`config.mk`:
```
export PLATFORM = sky130hd
export DESIGN_NAME = alarm_ring_ctrl
export DESIGN_NICKNAME = d
export VERILOG_FILES = /design/src/rtl/alarm_ring_ctrl.sv
export SDC_FILE = /design/constraint.sdc
export NUM_CORES = 1
export LEC_CHECK = 0
export ABC_AREA = 1
export BUFFER_PORTS_ARGS = -buffer_cell sky130_fd_sc_hd__buf_2
export CORE_MARGIN = 2
export CORE_UTILIZATION = 56
export DETAILED_ROUTE_END_ITERATION = 7
export GPL_TIMING_DRIVEN = 0
export MAX_ROUTING_LAYER = met4
export PLACE_DENSITY = 0.87
export SLEW_MARGIN = 20
export SYNTH_ARGS = -nofsm -noshare
export SYNTH_HDL_FRONTEND = slang
export SYNTH_SLANG_ARGS = --single-unit
export TNS_END_PERCENT = 30
```
`constraint.sdc`:
```
create_clock -name clk -period 2.8 [get_ports clk]
set_input_delay 0.14 -clock clk [delete_from_list [all_inputs] [get_ports clk]]
set_output_delay 0.14 -clock clk [all_outputs]
set_load 0.005 [all_outputs]
```
`src/rtl/alarm_ring_ctrl.sv`:
```
// Multi-alarm ring controller.
// Compares the live time against N_ALARMS programmable alarm times. A rising match edge
// starts a ring event on the lowest-index triggering channel. The event supports a bounded
// number of snoozes and ends on dismiss (disarm) or after RING_MAX_MIN minutes of ringing.
// Optional build macro BEEP_PATTERN_EN: while ringing, z toggles on every sec_tick.
module alarm_ring_ctrl #(
    parameter int unsigned N_ALARMS     = 2,
    parameter int unsigned DIGITS       = 4,
    parameter int unsigned DIGIT_W      = 6,
    parameter int unsigned SNOOZE_MIN   = 5,
    parameter int unsigned MAX_SNOOZE   = 3,
    parameter int unsigned RING_MAX_MIN = 10,
    localparam int unsigned TIME_W      = DIGITS * DIGIT_W,
    localparam int unsigned SL_W        = (MAX_SNOOZE > 0) ? $clog2(MAX_SNOOZE + 1) : 1
) (
    input  logic                         clk,
    input  logic                         reset,
    input  logic [TIME_W-1:0]            time_digits,
    input  logic [N_ALARMS*TIME_W-1:0]   alarm_digits,
    input  logic [N_ALARMS-1:0]          alarm_en,
    input  logic                         snooze,
    input  logic                         min_tick,
    input  logic                         sec_tick,
    output logic                         z,
    output logic [N_ALARMS-1:0]          ringing,
    output logic                         snoozed,
    output logic [SL_W-1:0]              snooze_left
);

    localparam int unsigned RING_W = $clog2(RING_MAX_MIN + 1);
    localparam int unsigned SNZ_W  = $clog2(SNOOZE_MIN + 1);

    localparam logic [SL_W-1:0]   SL_MAX    = SL_W'(MAX_SNOOZE);
    localparam logic [RING_W-1:0] RING_LAST = RING_W'(RING_MAX_MIN - 1);
    localparam logic [SNZ_W-1:0]  SNZ_LOAD  = SNZ_W'(SNOOZE_MIN);
    localparam logic [SNZ_W-1:0]  SNZ_ONE   = SNZ_W'(1);

    typedef enum logic [1:0] {StIdle, StRinging, StSnoozed} state_e;

    state_e              state_q;
    logic [RING_W-1:0]   ring_cnt_q;
    logic [SNZ_W-1:0]    snz_cnt_q;
    logic [N_ALARMS-1:0] match;
    logic [N_ALARMS-1:0] match_q;
    logic [N_ALARMS-1:0] pend_q;
    logic [N_ALARMS-1:0] trig;
    logic [N_ALARMS-1:0] cand;
    logic [N_ALARMS-1:0] first_hot;
    logic                primed_q;
    logic                dismiss;
    logic                can_snooze;
    logic                ring_timeout;

    // Per-channel compare: every digit equal and the channel armed.
    always_comb begin
        match = '0;
        for (int k = 0; k < N_ALARMS; k++) begin
            match[k] = alarm_en[k] && (alarm_digits[k*TIME_W +: TIME_W] == time_digits);
        end
    end

    // Edges only count once history has been sampled after reset, so a match that was
    // already standing across reset is not mistaken for a new alarm event.
    assign trig = primed_q ? (match & ~match_q) : '0;

    // In IDLE an edge that arrived on the cycle of the return to IDLE is still honoured
    // while its channel keeps matching.
    assign cand         = (state_q == StIdle) ? (trig | (pend_q & match)) : trig;
    assign first_hot    = cand & (~cand + N_ALARMS'(1));
    assign dismiss      = |(ringing & ~alarm_en);
    assign can_snooze   = (snooze_left != '0);
    assign ring_timeout = min_tick && (ring_cnt_q >= RING_LAST);

    // Match history register for rising-edge detection.
    always_ff @(posedge clk or negedge reset) begin
        if (!reset) begin
            match_q  <= '0;
            primed_q <= 1'b0;
        end else begin
            match_q  <= match;
            primed_q <= 1'b1;
        end
    end

    // Ring FSM with registered outputs and minute counters.
    always_ff @(posedge clk or negedge reset) begin
        if (!reset) begin
            state_q     <= StIdle;
            z           <= 1'b0;
            ringing     <= '0;
            snoozed     <= 1'b0;
            snooze_left <= SL_MAX;
            ring_cnt_q  <= '0;
            snz_cnt_q   <= '0;
            pend_q      <= '0;
        end else begin
            pend_q <= '0;
            case (state_q)
                StIdle: begin
                    if (|cand) begin
                        state_q     <= StRinging;
                        ringing     <= first_hot;
                        snooze_left <= SL_MAX;
                        ring_cnt_q  <= '0;
                        z           <= 1'b1;
                    end
                end
                StRinging: begin
                    if (dismiss || ring_timeout) begin
                        state_q    <= StIdle;
                        z          <= 1'b0;
                        ringing    <= '0;
                        ring_cnt_q <= '0;
                        pend_q     <= trig;
                    end else if (snooze && can_snooze) begin
                        state_q     <= StSnoozed;
                        snooze_left <= snooze_left - SL_W'(1);
                        snz_cnt_q   <= SNZ_LOAD;
                        snoozed     <= 1'b1;
                        z           <= 1'b0;
                    end else begin
                        if (min_tick && (ring_cnt_q < RING_LAST)) begin
                            ring_cnt_q <= ring_cnt_q + RING_W'(1);
                        end
`ifdef BEEP_PATTERN_EN
                        if (sec_tick) begin
                            z <= ~z;
                        end
`endif
                    end
                end
                StSnoozed: begin
                    if (dismiss) begin
                        state_q   <= StIdle;
                        z         <= 1'b0;
                        ringing   <= '0;
                        snoozed   <= 1'b0;
                        snz_cnt_q <= '0;
                        pend_q    <= trig;
                    end else if (|trig) begin
                        // A new alarm preempts the snoozed one with a fresh snooze budget.
                        state_q     <= StRinging;
                        ringing     <= first_hot;
                        snooze_left <= SL_MAX;
                        ring_cnt_q  <= '0;
                        snz_cnt_q   <= '0;
                        snoozed     <= 1'b0;
                        z           <= 1'b1;
                    end else if (min_tick) begin
                        if (snz_cnt_q <= SNZ_ONE) begin
                            state_q    <= StRinging;
                            ring_cnt_q <= '0;
                            snz_cnt_q  <= '0;
                            snoozed    <= 1'b0;
                            z          <= 1'b1;
                        end else begin
                            snz_cnt_q <= snz_cnt_q - SNZ_ONE;
                        end
                    end
                end
                default: begin
                    state_q <= StIdle;
                    z       <= 1'b0;
                    ringing <= '0;
                    snoozed <= 1'b0;
                end
            endcase
        end
    end

`ifndef BEEP_PATTERN_EN
    logic unused_sec_tick;
    assign unused_sec_tick = sec_tick;
`endif

endmodule

```
==> flow_summary_export.csv <==
group,metric,value,unit
timing,finalSetupViolations,0,
finish,final_util,70.55,%
place,place_ws,880.4,ps
timing,setup_ws,812.1,ps
run,drv_cap,0,
die,initial_core_util,58.33,%
worst_setup_path,path_cells,"inv_1 -> ha_1 -> inv_1 -> o21ai_0 -> inv_1 -> nor2_1 -> nand3_1 -> nand2_1",
synthesis,ys_seq_area_share,19.80,%
timing,drv_slew,0,
place,gp_congestion,0.9068,
timing,rsz0062_at_grt,"false",
global_routing,first_global_vias,2755,
synthesis,ys_types,32,
finish,synthToLayoutAreaGrowth,20.94,%
worst_setup_path,critPathMostFrequentCell,"inv_1",
clock_network,clockRootBuffer,"clkbuf_8",
synthesis,syn_nets,547,
timing,fmax,503.0,MHz
global_routing,grt_pass1_wl,11740,um
finish,antenna_cells,0,
detailed_routing,drtAntennaViolNets,0,
worst_setup_path,cp.arrival,2180,ps
synthesis,yosys_warnings,0,
die,die_h,71.35,um
worst_setup_path,reg2reg_depth,8,
detailed_routing,via_count,2952,
finish,final_nets,636,
worst_setup_path,crit_path_end_kind,"register",
place,dp_hpwl,6114,um
synthesis,synth-main-ff-cell,"dfrtp_1",
finish,mostFrequentLayoutCell,"nand2_1",
clock_network,cts_tree,"yes",
timing,slew_headroom,61.51,%
die,io_pins,85,
synthesis,syn_avg_cell_area,5.546,um^2
synthesis,syn_inst,458,
worst_setup_path,slowest_stage,"o21ai_0",
clock_network,cts.repair.resized,0,
detailed_routing,dr.pass1.iters,5,
worst_setup_path,r2r_end,"state_q[0]$_DFFE_PN0P_",
detailed_routing,wl_per_cell,11.81,um
global_routing,grt_overflow,0,
detailed_routing,drc_errors,0,
power_and_ir_drop,leakagePower,1.906,nW
timing,period_share,71.00,%
detailed_routing,first_iter_violations,220,
clock_network,clkSinkCount,20,
detailed_routing,viasPerCell,4.945,
clock_network,cts_buffer_depth,2,
worst_setup_path,slowest_delay,510,ps
timing,worst_slew_pin_slew,571.2,ps
clock_network,worstSkewPairLatency,260,ps
die,core,4354,um^2
clock_network,path_clk_slew,70,ps
worst_setup_path,critical_path_class,"reg -> reg",
finish,drive_gt1_share,21.10,%
synthesis,syn_area,2540,um^2
global_routing,grt_use_total,29.19,%
timing,hold_violations,0,
synthesis,async_reset_ff_share,100.0,%
worst_setup_path,startpoint_type,"register",
worst_setup_path,timing.rr.start,"state_q[0]$_DFFE_PN0P_",
worst_setup_path,required,3000,ps
power_and_ir_drop,ir_drop,0.4413,mV
die,num_rows,24,
finish,final_cell_mix,"168 x nand2_1, 83 x buf_2, 82 x inv_1",
timing,fin_setup_tns,0,ps
detailed_routing,routed_wl,7051,um
clock_network,cts_inserted_buffers,3,
run_status,outcome,"finished clean",
global_routing,grt_max_degree,21,
synthesis,ys_ff_latch,20,
global_routing,antenna_found_initial,0,
timing,layout_min_cycle_time,1988,ps
synthesis,synth_edf_count,0,
worst_setup_path,rrSetupSlack,810,ps
worst_setup_path,worstPathMaxFanout,6,
timing,clock_skew,2.961,ps
min_path,min_path_type,"in -> async",
die,dieArea,5090,um^2
die,die_w,71.35,um
power_and_ir_drop,p_total,1.609,mW
power_and_ir_drop,powerDensity,523.9,nW/um^2
clock_network,h-tree-depth,1,
clock_network,post_cts_buffers,0,
place,port-buffer-count,83,
[sequential cells by signal (all words and copies together), names as in the netlist]
register     cells
primed_q         1
ringing          2
snooze_left      2
snoozed          1
z                1
pend_q           2
ring_cnt_q       4
state_q          2
match_q          2
snz_cnt_q        3
[worst max-delay path by stage]
stage | slack, ps | cells past startpoint | end | from
floorplan | 1140 | 11 | ring_cnt_q[0]$_DFFE_PN0P_ | state_q[0]$_DFFE_PN0P_
global placement | 960 | 11 | ring_cnt_q[1]$_DFFE_PN0P_ | state_q[0]$_DFFE_PN0P_
detailed placement | 880 | 11 | ring_cnt_q[2]$_DFFE_PN0P_ | state_q[0]$_DFFE_PN0P_
CTS | 850 | 8 | state_q[0]$_DFFE_PN0P_ | state_q[0]$_DFFE_PN0P_
global route | 660 | 8 | state_q[0]$_DFFE_PN0P_ | state_q[0]$_DFFE_PN0P_
finish | 810 | 8 | state_q[0]$_DFFE_PN0P_ | state_q[0]$_DFFE_PN0P_
[logic make-up (layout without fill, tap and decap cells)]
group	count (synthesis)	in the layout	share of synthesized area (%)
AND/OR/NAND/NOR	290	290	49.56
buffers and inverters	95	182	14.14
AO/OA/AOI/OAI	26	26	5.911
flip-flops	20	20	19.80
XOR/XNOR	16	16	5.517
adder cells (fa/ha/maj)	10	10	4.926
other	1	1	0.1476
[worst max-delay path: cells and delay by family, from the launching register on]
kind            cells  cell delay (ps)
compound gates      1              510
flops               1              430
buf+inv             3              360
fa+ha+maj           1              320
simple gates        3              310
[cell usage after synthesis (6+ instances only)]
| master | instances | area [um^2] |
|---|---|---|
| a21oi_1 | 7 | 35.03 |
| dfrtp_1 | 18 | 450.4 |
| ha_1 | 10 | 125.1 |
| inv_1 | 82 | 307.8 |
| inv_2 | 9 | 33.78 |
| nand2_1 | 168 | 630.6 |
| nand3_1 | 21 | 105.1 |
| nand4_1 | 11 | 68.82 |
| nor2_1 | 59 | 221.5 |
| o21ai_0 | 10 | 50.05 |
| o21ai_1 | 6 | 30.03 |
| xnor2_1 | 12 | 105.1 |
[per-stage QoR]
stage               cell area, um^2  hold WS (ps)  cells
floorplan                      2540        -155.6    458
global placement               3020         102.0    593
detailed placement             3020         107.1    593
CTS                            3072         360.3    597
global route                   3072         409.4    597
finish                         3072         357.3    597
[where the power goes]
group	internal (mW)	switching, mW
clock network	0.0958	0.0885
logic	0.373	0.600
registers	0.381	0.0711
total	0.850	0.759
[layer usage]
layer	global-route usage (%)	wire (um)	share of wire, %	vias up
li1	-	-	-	1560
met1	39.51	3345	47	1286
met2	48.66	3247	46	102
met3	3.657	436	6.2	4
met4	2.935	21	0.30	0
met5	-	0	0	-
[what timing repair did]
| action | 4_1_cts | 5_1_grt |
|---|---|---|
| endpoints found under the setup margin | 0 | 0 |
| endpoints found under the hold margin | 18 | 0 |
| hold buffers | 1 | 0 |
[cell type report]
cell class | instances | area [um^2]
fill | 423 | 1282
tap | 52 | 65.06
timing repair buffer | 84 | 425.4
clock buffer | 3 | 41.29
multi-input combinational | 343 | 1678
inverter | 95 | 359.1
sequential | 20 | 503.0
(Power assumes the default switching activity.)
